$ cat config.mk
export PLATFORM = sky130hd
export DESIGN_NAME = serial_mag_comparator
export DESIGN_NICKNAME = d
export VERILOG_FILES = /design/src/rtl/serial_mag_comparator.sv
export SDC_FILE = /design/constraint.sdc
export NUM_CORES = 1
export LEC_CHECK = 0
export CORE_MARGIN = 1.5
export CORE_UTILIZATION = 34
export CTS_CLUSTER_DIAMETER = 40
export CTS_CLUSTER_SIZE = 40
export DETAILED_ROUTE_END_ITERATION = 7
export GPL_TIMING_DRIVEN = 0
export HOLD_SLACK_MARGIN = 0.06
export PLACE_DENSITY = 0.6
export SLEW_MARGIN = 20
export SYNTH_ARGS = -nofsm -noshare
export SYNTH_HDL_FRONTEND = slang
export SYNTH_SLANG_ARGS = --single-unit
export TNS_END_PERCENT = 100
$ cat constraint.sdc
create_clock -name clk -period 4 [get_ports clk]
set_input_delay 0.4 -clock clk [delete_from_list [all_inputs] [get_ports clk]]
set_output_delay 0.4 -clock clk [all_outputs]
set_load 0.005 [all_outputs]
$ cat src/rtl/serial_mag_comparator.sv
// Bit-serial, MSB-first unsigned magnitude comparator. Consumes one qualified bit pair per
// cycle and publishes eq/neq/lt/lte/gt/gte with a one-cycle done strobe after N bits.
module serial_mag_comparator #(
    parameter int N = 8
) (
    input  logic       clk,
    input  logic       reset,
    input  logic       start,
    input  logic       bit_valid,
    input  logic       a_bit,
    input  logic       b_bit,
    output logic       busy,
    output logic       done,
    output logic       eq,
    output logic       neq,
    output logic       lt,
    output logic       lte,
    output logic       gt,
    output logic       gte,
    output logic [1:0] state_dbg
);

    localparam int CW = $clog2(N + 1);
    localparam logic [CW-1:0] CNT_LAST = CW'(N - 1);
    localparam logic [CW-1:0] CNT_MAX  = CW'(N);

    localparam logic [1:0] S_IDLE  = 2'd0;
    localparam logic [1:0] S_SHIFT = 2'd1;
    localparam logic [1:0] S_DONE  = 2'd2;

    // Handshake: a_bit/b_bit are consumed on a rising edge only when bit_valid is high
    // and the block is busy; there is no back-pressure, so bits offered at other times are dropped.

    logic [1:0]    state_q, state_d;
    logic [CW-1:0] cnt_q, cnt_d;
    logic          dec_q, dec_d;
    logic          gt_r_q, gt_r_d;
    logic          lt_r_q, lt_r_d;
    logic          eq_q, neq_q, lt_q, lte_q, gt_q, gte_q;
    logic          eq_d, neq_d, lt_d, lte_d, gt_d, gte_d;

    always_comb begin
        state_d = state_q;
        cnt_d   = cnt_q;
        dec_d   = dec_q;
        gt_r_d  = gt_r_q;
        lt_r_d  = lt_r_q;
        eq_d    = eq_q;
        neq_d   = neq_q;
        lt_d    = lt_q;
        lte_d   = lte_q;
        gt_d    = gt_q;
        gte_d   = gte_q;

        case (state_q)
            S_IDLE, S_DONE: begin
                if (start) begin
                    state_d = S_SHIFT;
                    cnt_d   = '0;
                    dec_d   = 1'b0;
                    gt_r_d  = 1'b0;
                    lt_r_d  = 1'b0;
                end else begin
                    state_d = S_IDLE;
                end
            end
            S_SHIFT: begin
                if (bit_valid) begin
                    // The first differing bit (MSB first) fixes the outcome for good.
                    if (!dec_q && (a_bit != b_bit)) begin
                        dec_d  = 1'b1;
                        gt_r_d = a_bit;
                        lt_r_d = b_bit;
                    end
                    cnt_d = (cnt_q == CNT_MAX) ? cnt_q : cnt_q + 1'b1;
                    if (cnt_q == CNT_LAST) begin
                        state_d = S_DONE;
                        gt_d    = gt_r_d;
                        lt_d    = lt_r_d;
                        eq_d    = ~gt_r_d & ~lt_r_d;
                        neq_d   = gt_r_d | lt_r_d;
                        gte_d   = ~lt_r_d;
                        lte_d   = ~gt_r_d;
                    end
                end
            end
            default: state_d = S_IDLE;
        endcase
    end

    always_ff @(posedge clk) begin
        if (reset) begin
            state_q <= S_IDLE;
            cnt_q   <= '0;
            dec_q   <= 1'b0;
            gt_r_q  <= 1'b0;
            lt_r_q  <= 1'b0;
            eq_q    <= 1'b0;
            neq_q   <= 1'b0;
            lt_q    <= 1'b0;
            lte_q   <= 1'b0;
            gt_q    <= 1'b0;
            gte_q   <= 1'b0;
        end else begin
            state_q <= state_d;
            cnt_q   <= cnt_d;
            dec_q   <= dec_d;
            gt_r_q  <= gt_r_d;
            lt_r_q  <= lt_r_d;
            eq_q    <= eq_d;
            neq_q   <= neq_d;
            lt_q    <= lt_d;
            lte_q   <= lte_d;
            gt_q    <= gt_d;
            gte_q   <= gte_d;
        end
    end

    assign busy      = (state_q == S_SHIFT);
    assign done      = (state_q == S_DONE);
    assign state_dbg = state_q;
    assign eq        = eq_q;
    assign neq       = neq_q;
    assign lt        = lt_q;
    assign lte       = lte_q;
    assign gt        = gt_q;
    assign gte       = gte_q;

endmodule

Word level (Yosys, flattened, before mapping). Cells that the tools add are included.

Input bits: 6. Memory bits (writable): 0. Output and inout port bits: 10. Flip-flop bits (word level): 15. Memory bits (read-only): 0. Memories kept: 0. Bits in latches: 0.

Divide/modulo/power cells: 0. Eq/ne operators: 10. $add $sub $neg: 1. Reduce and logical (&&, ||, !) cells: 10. Magnitude comparators: 0. Bitwise gates (word level): 4. Shift-type cells: 0. $mul: 0. Mux-type cells: 22.

Operators by type and width (count): 1-bit 2-to-1 mux (12); 4-bit 2-to-1 mux (3); 4-bit case mux with 2 select lines (1); 4-bit AND reduction (2); 2-bit != test, second input constant (3); 1-bit case mux with 2 select lines (3); 3-bit AND reduction (2); 4-bit by 1-bit adder with 4-bit output, second input constant (1); 4-bit by 3-bit equality test with 1-bit output, second input constant (1); 4-bit equality test, second input constant (1); 2-bit 2-to-1 mux (2); 2-bit by 1-bit != test with 1-bit output, second input constant (2); 2-bit case mux with 2 select lines (1); 2-bit by 1-bit equality test with 1-bit output, second input constant (1); 2-bit equality test, second input constant (1); 2-bit zero test (1); 1-bit NOT (2); 2-bit AND reduction (1); 2-bit nonzero test (1); 2-bit OR reduction (1); 1-bit bitwise AND (1); 1-bit logical AND (1); 1-bit zero test (1); 1-bit != test (1); 1-bit OR (1).

Longest topological paths before layout. Gate-level depths: netlist of the first run.

Depth in word-level cells: 7. Gate-level depth with buffers: 6. Depth with buffers taken out: 6.

Least setup slack after synthesis of the first run. OpenSTA, ideal clock, no wires.

Path kind: flip-flop to flip-flop. Start: register cnt_q[0]. End: register neq_q (netlist: neq). Data arrival time: 1.244 ns. Library setup time: 0.137 ns. Clock period less this slack: 1.381 ns. Slack: 2.619 ns. Cell stages (with the launch flop): 6. Cell sequence: dfxtp_1 -> ha_1 -> nand4b_1 -> nor2_1 -> o211a_1 -> a211oi_1.

Word-level cells in the longest chain between the ends: 2.

RTL lines: start, declared (RTL line 35) `logic [CW-1:0] cnt_q, cnt_d;`; start signal, assigned (RTL line 106) `cnt_q <= cnt_d;`; 4-bit by 3-bit equality test with 1-bit output (RTL line 76) `if (cnt_q == CNT_LAST) begin`; 3-bit AND reduction (no source line); end signal, assigned (RTL line 111) `neq_q <= neq_d;`; end, declared (RTL line 39) `logic eq_q, neq_q, lt_q, lte_q, gt_q, gte_q;`.

No other way between the ends. A chain may end at the register's enable or synchronous reset.

Final worst setup path of the first run.
Start: register state_q[1] (netlist: state_dbg[1]). End: output busy.

Word-level cells in the longest chain between the ends: 1.

RTL lines: start, declared (RTL line 34) `logic [1:0] state_q, state_d;`; start signal, assigned (RTL line 105) `state_q <= state_d;`; 2-bit by 1-bit equality test with 1-bit output (RTL line 119) `assign busy = (state_q == S_SHIFT);`; end, declared (RTL line 12) `output logic busy,`.

No other way between the ends.

==> results.json, run 1 <==
{
  "cp_top_family": "buffers and inverters",
  "synth_area_um2": 683,
  "area_growth_syn_to_layout_pct": 30.8,
  "drtAntennaViolNets": 0,
  "fp.dieH_um": 47.8,
  "post_cts.resized_instances": 0,
  "clk_latency_ns": 0.27,
  "power.leakage_nw": 0.312,
  "critical_path.max_fanout": 5,
  "cp_slowest_cell": "sky130_fd_sc_hd__clkdlybuf4s50_1",
  "ctsHtreeMaxLevel": 1,
  "timing.max_slew.rel_slack_pct": 66.6,
  "cell_int_power_mw": 0.206,
  "final.setup.worst_slack_ns": 2.14,
  "synth.yosys.seq_area_share_pct": 44.0,
  "placement.setup.worst_slack_ns": 2.05,
  "fp.dieW_um": 47.8,
  "synth.ff_latch_count": 15,
  "drc_errors": 0,
  "synth_edf_count": 0,
  "switchingPower_mw": 0.0658,
  "deepest_clock_path_buffer_count": 2,
  "finalPower_mw": 0.272,
  "fmax_mhz": 536,
  "timing.final.crit_period_ns": 1.86,
  "pwr_density_cell_mw_per_mm2": 304,
  "regMostFlops": "cnt_q",
  "cts.root.buffer_cell": "sky130_fd_sc_hd__clkbuf_4",
  "insertedDiodeCount": 0,
  "tritoncts": "done",
  "path_class": "register to primary output",
  "fill_cells": 219,
  "worst_setup_hold_path_clk_slew_ns": 0.09,
  "post_synth_num_cell_types": 29,
  "critical_path_buf_inv_count": 2,
  "final_min_period_over_clock_period_pct": 46.6,
  "place.port_buffers": 15,
  "netlist_top_cells_area": "sky130_fd_sc_hd__dfxtp_1 44%, sky130_fd_sc_hd__nor2_1 6.0%, sky130_fd_sc_hd__a21oi_1 5.1%",
  "hold_path.class": "register to register",
  "cp-end-kind": "primary output",
  "grt_setup_unrepaired": "no",
  "nets": 108,
  "floorplan.core_area_mm2": 0.00192,
  "detail_route.wl_per_cell_um": 11.2,
  "clock_sinks": 15,
  "final-max-slew-violation-count": 0,
  "multi_input_comb_area_um2": 364,
  "share_seq_of_total_power_pct": 56.8,
  "path_cells": "nand2b_1 -> inv_1 -> clkdlybuf4s50_1",
  "cp_data_required_time_ns": 3.60,
  "postCtsSetupRepairBufs": 0,
  "p_comb_share_pct": 12.0,
  "place.gp.congestion": 0.722,
  "timing.final.setup_violations": 0,
  "post_synthesis_net_count": 88,
  "syn-mean-instance-area_um2": 8.54,
  "synth_top_flop_cell": "sky130_fd_sc_hd__dfxtp_1",
  "layout.area.seq_um2": 300,
  "start_util_pct": 35.5,
  "avgViaCountPerCell": 4.88,
  "worst_setup_path_start_kind": "register",
  "fin_skew_ns": 0.00168,
  "final.setup.tns_ns": 0,
  "post_synth_top_area_share_pct": 44.0,
  "synthArstFlopShare_pct": 0,
  "hold_buffers": 0,
  "max_cap_viol_count": 0,
  "fin_util_pct": 46.5,
  "transition_time_at_the_pin_with_the_least_slew_margin_ns": 0.499,
  "global_route_wire_length_before_repair_um": 2280,
  "num_io_pins": 16,
  "floorplan.die_area_mm2": 0.00229,
  "rows": 16,
  "delay_contributed_by_the_slowest_stage_of_the_critical_path_ns": 0.51,
  "synth-warning-count": 0,
  "status": "finished, final reports clean",
  "synthDominantAreaCellType": "sky130_fd_sc_hd__dfxtp_1",
  "grt_start_max_net_pins": 11,
  "dr_total_vias": 615,
  "share_of_post_route_cells_with_drive_strength_above_1_pct": 8.08,
  "drt_iter0_markers": 8,
  "clock_share_of_power_pct": 31.3,
  "netlist_instances": 80,
  "critical_path_arrival_ns": 1.46,
  "place_hpwl_um": 1070,
  "ir_worst_vdd_uv": 180,
  "ff2ff_setup_slack_ns": 2.35,
  "finalWirelength_um": 1410,
  "largest_register_ff_count": 4,
  "drt_pass1_iterations": 3,
  "antenna_found_initial": 0,
  "grt.overflow.total": 0,
  "tritoncts.num_buffers": 3,
  "fin_hold_viols": 0,
  "power.share.switching_pct": 24.2,
  "via_count_of_the_first_global_routing_pass": 508,
  "track_usage_pct": 14.9
}
==> cells in the mapped netlist, types with 2 or more instances <==
| master | count |
|---|---|
| sky130_fd_sc_hd__dfxtp_1 | 15 |
| sky130_fd_sc_hd__a21oi_1 | 7 |
| sky130_fd_sc_hd__ha_1 | 2 |
| sky130_fd_sc_hd__inv_1 | 4 |
| sky130_fd_sc_hd__nand2_1 | 7 |
| sky130_fd_sc_hd__nor2b_1 | 2 |
| sky130_fd_sc_hd__nor2_1 | 11 |
| sky130_fd_sc_hd__nand3b_1 | 2 |
| sky130_fd_sc_hd__o21ai_0 | 4 |
| sky130_fd_sc_hd__a211oi_1 | 2 |
| sky130_fd_sc_hd__nor3_1 | 5 |
| sky130_fd_sc_hd__o2111ai_1 | 2 |
==> logic make-up after synthesis <==
| logic type | after synthesis | share of synthesized area, % |
|---|---|---|
| fa+ha+maj | 2 | 3.66 |
| compound gates | 21 | 20.7 |
| xor+xnor | 2 | 2.56 |
| simple gates | 35 | 26.4 |
| flops | 15 | 44.0 |
| buf+inv | 5 | 2.75 |
==> cells in the final DEF (no fill, tap or decap) <==
cell / n
sky130_fd_sc_hd__dfxtp_1: 15
sky130_fd_sc_hd__clkdlybuf4s50_1: 15
sky130_fd_sc_hd__nor2_1: 11
sky130_fd_sc_hd__nand2_1: 7
sky130_fd_sc_hd__a21oi_1: 7
sky130_fd_sc_hd__nor3_1: 5
sky130_fd_sc_hd__inv_1: 4
sky130_fd_sc_hd__o21ai_0: 4
sky130_fd_sc_hd__clkbuf_4: 3
sky130_fd_sc_hd__nor2b_1: 2
sky130_fd_sc_hd__clkbuf_1: 2
sky130_fd_sc_hd__nand3b_1: 2
sky130_fd_sc_hd__o2111ai_1: 2
sky130_fd_sc_hd__a211oi_1: 2
sky130_fd_sc_hd__ha_1: 2
sky130_fd_sc_hd__nand2b_1: 1
sky130_fd_sc_hd__and2b_2: 1
sky130_fd_sc_hd__and3b_2: 1
sky130_fd_sc_hd__nor2_2: 1
sky130_fd_sc_hd__or4_1: 1
sky130_fd_sc_hd__nand4b_1: 1
sky130_fd_sc_hd__or2_2: 1
sky130_fd_sc_hd__or3_1: 1
sky130_fd_sc_hd__xor2_1: 1
sky130_fd_sc_hd__o21bai_1: 1
sky130_fd_sc_hd__a2bb2oi_1: 1
sky130_fd_sc_hd__xnor2_1: 1
sky130_fd_sc_hd__o21ba_2: 1
sky130_fd_sc_hd__o2bb2a_1: 1
sky130_fd_sc_hd__o211a_1: 1
sky130_fd_sc_hd__o211ai_1: 1
==> routing by layer <==
| metal | part of all wire (%) | global-route usage (%) | routed length (µm) |
|---|---|---|---|
| met1 | 52 | 20.3 | 740 |
| met2 | 44 | 20.8 | 620 |
| met3 | 2.6 | 4.53 | 37 |
| met4 | 1.1 | 8.11 | 15 |
| met5 | 0 | 0 | 0 |
==> final timing paths <==
path                start   end  cells past startpoint
max          state_dbg[1]  busy                      3
min                    eq    eq                      2
max reg2reg      cnt_q[0]   neq                      5
min reg2reg            eq    eq                      2
==> stage by stage <==
stage / area [µm²] / hold WS [ns] / instances
finish: 893 / 0.451 / 126
CTS: 893 / 0.456 / 126
global route: 893 / 0.487 / 126
detailed placement: 867 / 0.444 / 122
global placement: 867 / 0.439 / 122
floorplan: 683 / 0.442 / 80
==> power by group through the flow <==
| stage | combinational [mW] | clock [mW] | sequential, mW |
|---|---|---|---|
| floorplan | 0.0175 | 0 | 0.157 |
| global placement | 0.0319 | 0 | 0.158 |
| detailed placement | 0.0322 | 0 | 0.158 |
| CTS | 0.0324 | 0.0901 | 0.154 |
| global route | 0.0355 | 0.0974 | 0.155 |
| finish | 0.0325 | 0.0849 | 0.154 |
==> worst register-to-register path, stage by stage (launching register included) <==
cell and delay [ns]:
sky130_fd_sc_hd__dfxtp_1 0.40, sky130_fd_sc_hd__ha_1 0.21, sky130_fd_sc_hd__nand4b_1 0.15, sky130_fd_sc_hd__nor2_1 0.43, sky130_fd_sc_hd__o211a_1 0.25, sky130_fd_sc_hd__a211oi_1 0.07
==> layout make-up <==
class | instances | area share [%]
multi-input combinational | 60 | 40.8
sequential | 15 | 33.6
inverter | 4 | 1.68
clock buffer | 4 | 2.94
timing repair buffer | 15 | 16.8
buffer | 1 | 0.420
tap | 27 | 3.78
No activity file was read; power rests on OpenSTA's default activity.
==> run 2: changes to the inputs <==
- PLACE_DENSITY: 0.6 -> 0.62
- clock period: 4 -> 1.6 ns (I/O delays scaled with it)
==> results.json, run 2 (synthesis gave the netlist of run 1 again) <==
{
  "finalPower_mw": 0.683,
  "stdcell_count": 126,
  "path_class": "register to primary output",
  "timing.rr.end": "lte",
  "hold_end": "eq",
  "place.gp.congestion": 0.676,
  "worst_r2r_path_depth": 5,
  "critical_path.max_fanout": 5,
  "fp.dieW_um": 47.8,
  "min_path_cells": 2,
  "floorplan.core_area_mm2": 0.00192,
  "tritoncts": "done",
  "dr_total_vias": 607,
  "hold_path.startpoint": "eq",
  "final.setup.worst_slack_ns": 0.0517,
  "drt_pass1_iterations": 3,
  "layout.cells.most_common": "sky130_fd_sc_hd__clkdlybuf4s50_1",
  "critical_path_arrival_ns": 1.39,
  "status": "finished, final reports clean",
  "finalWirelength_um": 1360,
  "place.port_buffers": 15,
  "timing.final.setup_violations": 0,
  "rows": 16,
  "antenna_found_initial": 0,
  "ctsHtreeMaxLevel": 1,
  "final_min_period_over_clock_period_pct": 96.8,
  "track_usage_pct": 12.6,
  "share_of_post_route_cells_with_drive_strength_above_1_pct": 12.1,
  "place_hpwl_um": 1040,
  "placement.setup.worst_slack_ns": -0.135,
  "grt.overflow.total": 0,
  "ff2ff_setup_slack_ns": 0.13,
  "deepest_clock_path_buffer_count": 2,
  "hold_buffers": 0,
  "grt_setup_unrepaired": "no",
  "startpoint": "state_dbg[1]",
  "clock_sinks": 15,
  "worst_setup_hold_path_clk_slew_ns": 0.09,
  "power.leakage_nw": 0.312,
  "insertedDiodeCount": 0,
  "fmax_mhz": 646,
  "cp_data_required_time_ns": 1.44,
  "cts.root.buffer_cell": "sky130_fd_sc_hd__clkbuf_4",
  "fp.dieH_um": 47.8,
  "start_util_pct": 35.5,
  "num_io_pins": 16,
  "avgViaCountPerCell": 4.82,
  "pwr_density_cell_mw_per_mm2": 751,
  "drtAntennaViolNets": 0,
  "hold_path.class": "register to register",
  "placed_cells": 122,
  "regToRegStartpoint": "cnt_q[0]",
  "timing.final.crit_period_ns": 1.55,
  "fin_hold_viols": 0,
  "final-max-slew-violation-count": 0,
  "clk_latency_ns": 0.28,
  "ir_worst_vdd_uv": 363,
  "detail_route.wl_per_cell_um": 10.8,
  "max_cap_viol_count": 0,
  "fill_cells": 201,
  "transition_time_at_the_pin_with_the_least_slew_margin_ns": 0.479,
  "largest_register_ff_count": 4,
  "floorplan.die_area_mm2": 0.00229,
  "most-common-layout-cells": "15 x sky130_fd_sc_hd__clkdlybuf4s50_1, 14 x sky130_fd_sc_hd__dfxtp_1, 10 x sky130_fd_sc_hd__nor2_1",
  "timing.max_slew.rel_slack_pct": 67.9,
  "fin_skew_ns": 0.00506,
  "cp-end-kind": "primary output",
  "nets": 108,
  "via_count_of_the_first_global_routing_pass": 456,
  "global_route_wire_length_before_repair_um": 2010,
  "regMostFlops": "cnt_q",
  "fin_worst_hold_slack_ns": 0.454,
  "drt_iter0_markers": 5,
  "drc_errors": 0,
  "area_growth_syn_to_layout_pct": 33.2,
  "tritoncts.num_buffers": 3,
  "worst_setup_path_start_kind": "register",
  "grt_start_max_net_pins": 11
}
-- run 2: worst max-delay path by stage --
| stage | endpoint | slack, ns | depth (start not counted) |
|---|---|---|---|
| 3_5_place_dp | eq | -0.13 | 5 |
| 6_report | busy | 0.05 | 3 |
| 2_1_floorplan | neq | 0.22 | 5 |
| 4_1_cts | busy | 0.03 | 3 |
| 5_1_grt | busy | 0.001 | 3 |
| 3_3_place_gp | neq | -0.11 | 5 |
-- run 2: metrics by stage --
| stage | TNS [ns] | utilization, % | cell area, µm² |
|---|---|---|---|
| global placement | -0.494 | 45.1 | 867 |
| detailed placement | -0.515 | 45.1 | 867 |
| finish | 0 | 47.3 | 910 |
| CTS | 0 | 47.0 | 903 |
| global route | 0 | 47.3 | 910 |
| floorplan | 0 | - | 683 |
-- run 2: what timing repair did --
action | 4_1_cts | 5_1_grt
resized for setup | 4 | 2
gates cloned | 0 | 0
endpoints found under the setup margin | 4 | 3
setup buffers | 0 | 0
-- run 2: critical path: stages, from the launching register on --
cell                              delay (ns)
sky130_fd_sc_hd__dfxtp_1                0.35
sky130_fd_sc_hd__nand2b_4               0.18
sky130_fd_sc_hd__inv_2                  0.08
sky130_fd_sc_hd__clkdlybuf4s50_1        0.50
-- run 2: layout make-up --
class	instances	area, µm²	share of cell area (%)
buffer	1	3.75	0.413
sequential	15	302	33.1
multi-input combinational	60	379	41.7
inverter	4	15.0	1.65
tap	27	33.8	3.71
clock buffer	4	26.3	2.89
timing repair buffer	15	150	16.5
-- run 2: per-layer routing --
layer | up-vias | routed length [µm] | GRT usage (%)
li1 | 322 | - | -
met1 | 270 | 713 | 18.3
met2 | 13 | 592 | 17.3
met3 | 2 | 39 | 2.64
met4 | 0 | 14 | 6.49
met5 | - | 0 | 0
-- run 2: power breakdown --
part           switching [mW]  internal (mW)  total (mW)  leakage, nW
clock                   0.117         0.0968       0.214       0.0150
combinational          0.0422         0.0398      0.0820        0.176
sequential            0.00726          0.380       0.387        0.122
==> run 3: changes to the inputs <==
- SLEW_MARGIN: 20 -> unset
==> results of run 3 <==
Same layout as run 2: the final DEF is identical, and so are final timing and power.
==> edit: new RTL, config.mk and constraints of run 3 <==
Change the parameter `N` from 8 to 16.
--- a/src/rtl/serial_mag_comparator.sv
+++ b/src/rtl/serial_mag_comparator.sv
@@ -3,3 +3,3 @@
 module serial_mag_comparator #(
-    parameter int N = 8
+    parameter int N = 16
 ) (
Check against the original RTL: not equivalent (Yosys sat finds a counterexample within 10 cycles, from zero or initial values and one cycle with reset high).
==> edit against run 3 <==
- combinational power down 1%
- clock power up 27%
- total power up 12%
- worst setup slack better by 0.0089 ns
- die area up 13%
- sequential share of layout area down 1.9 points
- wire length up 8.5%
- via count up 5.6%
- synthesized cell count up 6.3%
- final area up 14%
- sequential cell count up 1
- critical path depth up 4
- largest power group unchanged
- count of clock-buffer cells in the layout unchanged
- critical path type is now reg -> reg
- area after synthesis up 14%
==> edit: results (changes against run 3) <==
layout:
  inv_count: 5  # was 4
  design.seq.count: 16  # was 15
  multi_input_cells: 61  # was 60
  final-clk-cell-share_pct: 3.502  # was 2.889%
  fillCellCount: 216  # was 201
  seq-cell-share_pct: 31.28  # was 33.15%
  multi_input_area_um2: 429.2  # was 379.1 µm²
  largest_register_ffs: 5  # was 4
  signal_buffers: 21  # was 16
  final_net_count: 117  # was 108
  bufAreaShareNonClock_pct: 18.60  # was 16.92%
  drive_gt1_share_pct: 22.43  # was 12.12%
worst_setup_path:
  reg2regPathDepth: 7  # was 5
  r2r_start: "cnt_q[1]"  # was cnt_q[0]
  cp-startpoint: "cnt_q[1]"  # was state_dbg[1]
  rr_endpoint: "neq"  # was lte
  path_delay_family: "simple AND/OR/NAND/NOR gates"  # was buffers and inverters
  critPathKind: "reg -> reg"  # was reg -> out
  critical_path_peak_fanout: 8  # was 5
  cp.arrival_ns: 1.75  # was 1.39 ns
  crit_path_top_delay_cell: "dfxtp_2"  # was clkdlybuf4s50_1
  r2r_slack_ns: 0.06  # was 0.13 ns
placement:
  dpl_cell_area_um2: 963.4  # was 867.1 µm²
  dp.cells: 128  # was 122
  pre_cts_ws_ns: -0.04038  # was -0.1346 ns
  hpwl_um: 1119  # was 1036 µm
logic_synthesis:
  syn_nets: 94  # was 88
  synth.area.top_cells: "dfxtp_1 (41%), nor2_1 (5.8%), ha_1 (4.8%), a21oi_1 (4.5%), a211oi_2 (3.2%)"  # was dfxtp_1 (44%), nor2_1 (6.0%), a21oi_1 (5.1%), nand2_1 (3.8%), ha_1 (3.7%)
  ys_seq_area_share_pct: 41.16  # was 43.96%
  syn_area_per_cell_um2: 9.156  # was 8.539 µm²
  synthTopCellsByCount: "dfxtp_1 (16), nor2_1 (12), a21oi_1 (7)"  # was dfxtp_1 (15), nor2_1 (11), a21oi_1 (7), nand2_1 (7), nor3_1 (5)
  synth-main-ff-cell: "dfxtp_1"  # unchanged
  synth_fa_ha_area_share_pct: 4.823  # was 3.663%
  synth_cell_types: 33  # was 29
route:
  wl_per_cell_um: 10.93  # was 10.79 µm
  routed_wl_um: 1475  # was 1359 µm
  drtIter0Drc: 4  # was 5
  first_pass_iters: 4  # was 3
  vias: 641  # was 607
sta:
  fin_skew_ns: 0.0004638  # was 0.005062 ns
  whs_ns: 0.4622  # was 0.4539 ns
power_and_ir_drop:
  power.switching_uw: 178.9  # was 166.2 µW
  ir_worst_vdd_mv: 0.3655  # was 0.3625 mV
  power_leakage_uw: 0.0003899  # was 0.0003121 µW
grt:
  grtUsageTotal_pct: 12.87  # was 12.61%
  grt_pass1_wl_um: 2470  # was 2014 µm
  grt_pass1_vias: 576  # was 456
status:
  status: "finished, final reports clean"  # unchanged
worst_hold_path:
  worst_hold_path.num_cells: 2  # unchanged
  hold_end: "eq"  # unchanged
die:
  fp.dieW_um: 50.85  # was 47.83 µm
[edit: cell types whose count changed in the layout (fill, tap and decap cells not counted), moves of 3 or more]
cell / change
a21o_1: +3
and3_4: +3
buf_4: +3
nand2_1: -3
nor3_1: -3
[edit: power by group through the flow]
stage	sequential, µW	clock (µW)	combinational, µW
2_1_floorplan	417	0	42.3
3_3_place_gp	418	0	75.4
3_5_place_dp	418	0	76.4
4_1_cts	409	277	79.3
5_1_grt	410	289	91.5
6_report	409	272	81.2
[edit: layer usage]
layer | vias to the layer above | share of wire (%) | GRT usage (%)
met5 | - | 0 | 0
met4 | 0 | 0 | 5.405
met3 | 0 | 2.6 | 2.632
met2 | 7 | 51 | 22.15
met1 | 297 | 46 | 15.57
li1 | 337 | - | -
[edit: what timing repair did]
action / CTS / global route
resized for setup: 4 / 2
setup endpoints to repair: 3 / 2
setup buffers: 1 / 2
pin swaps: 0 / 1
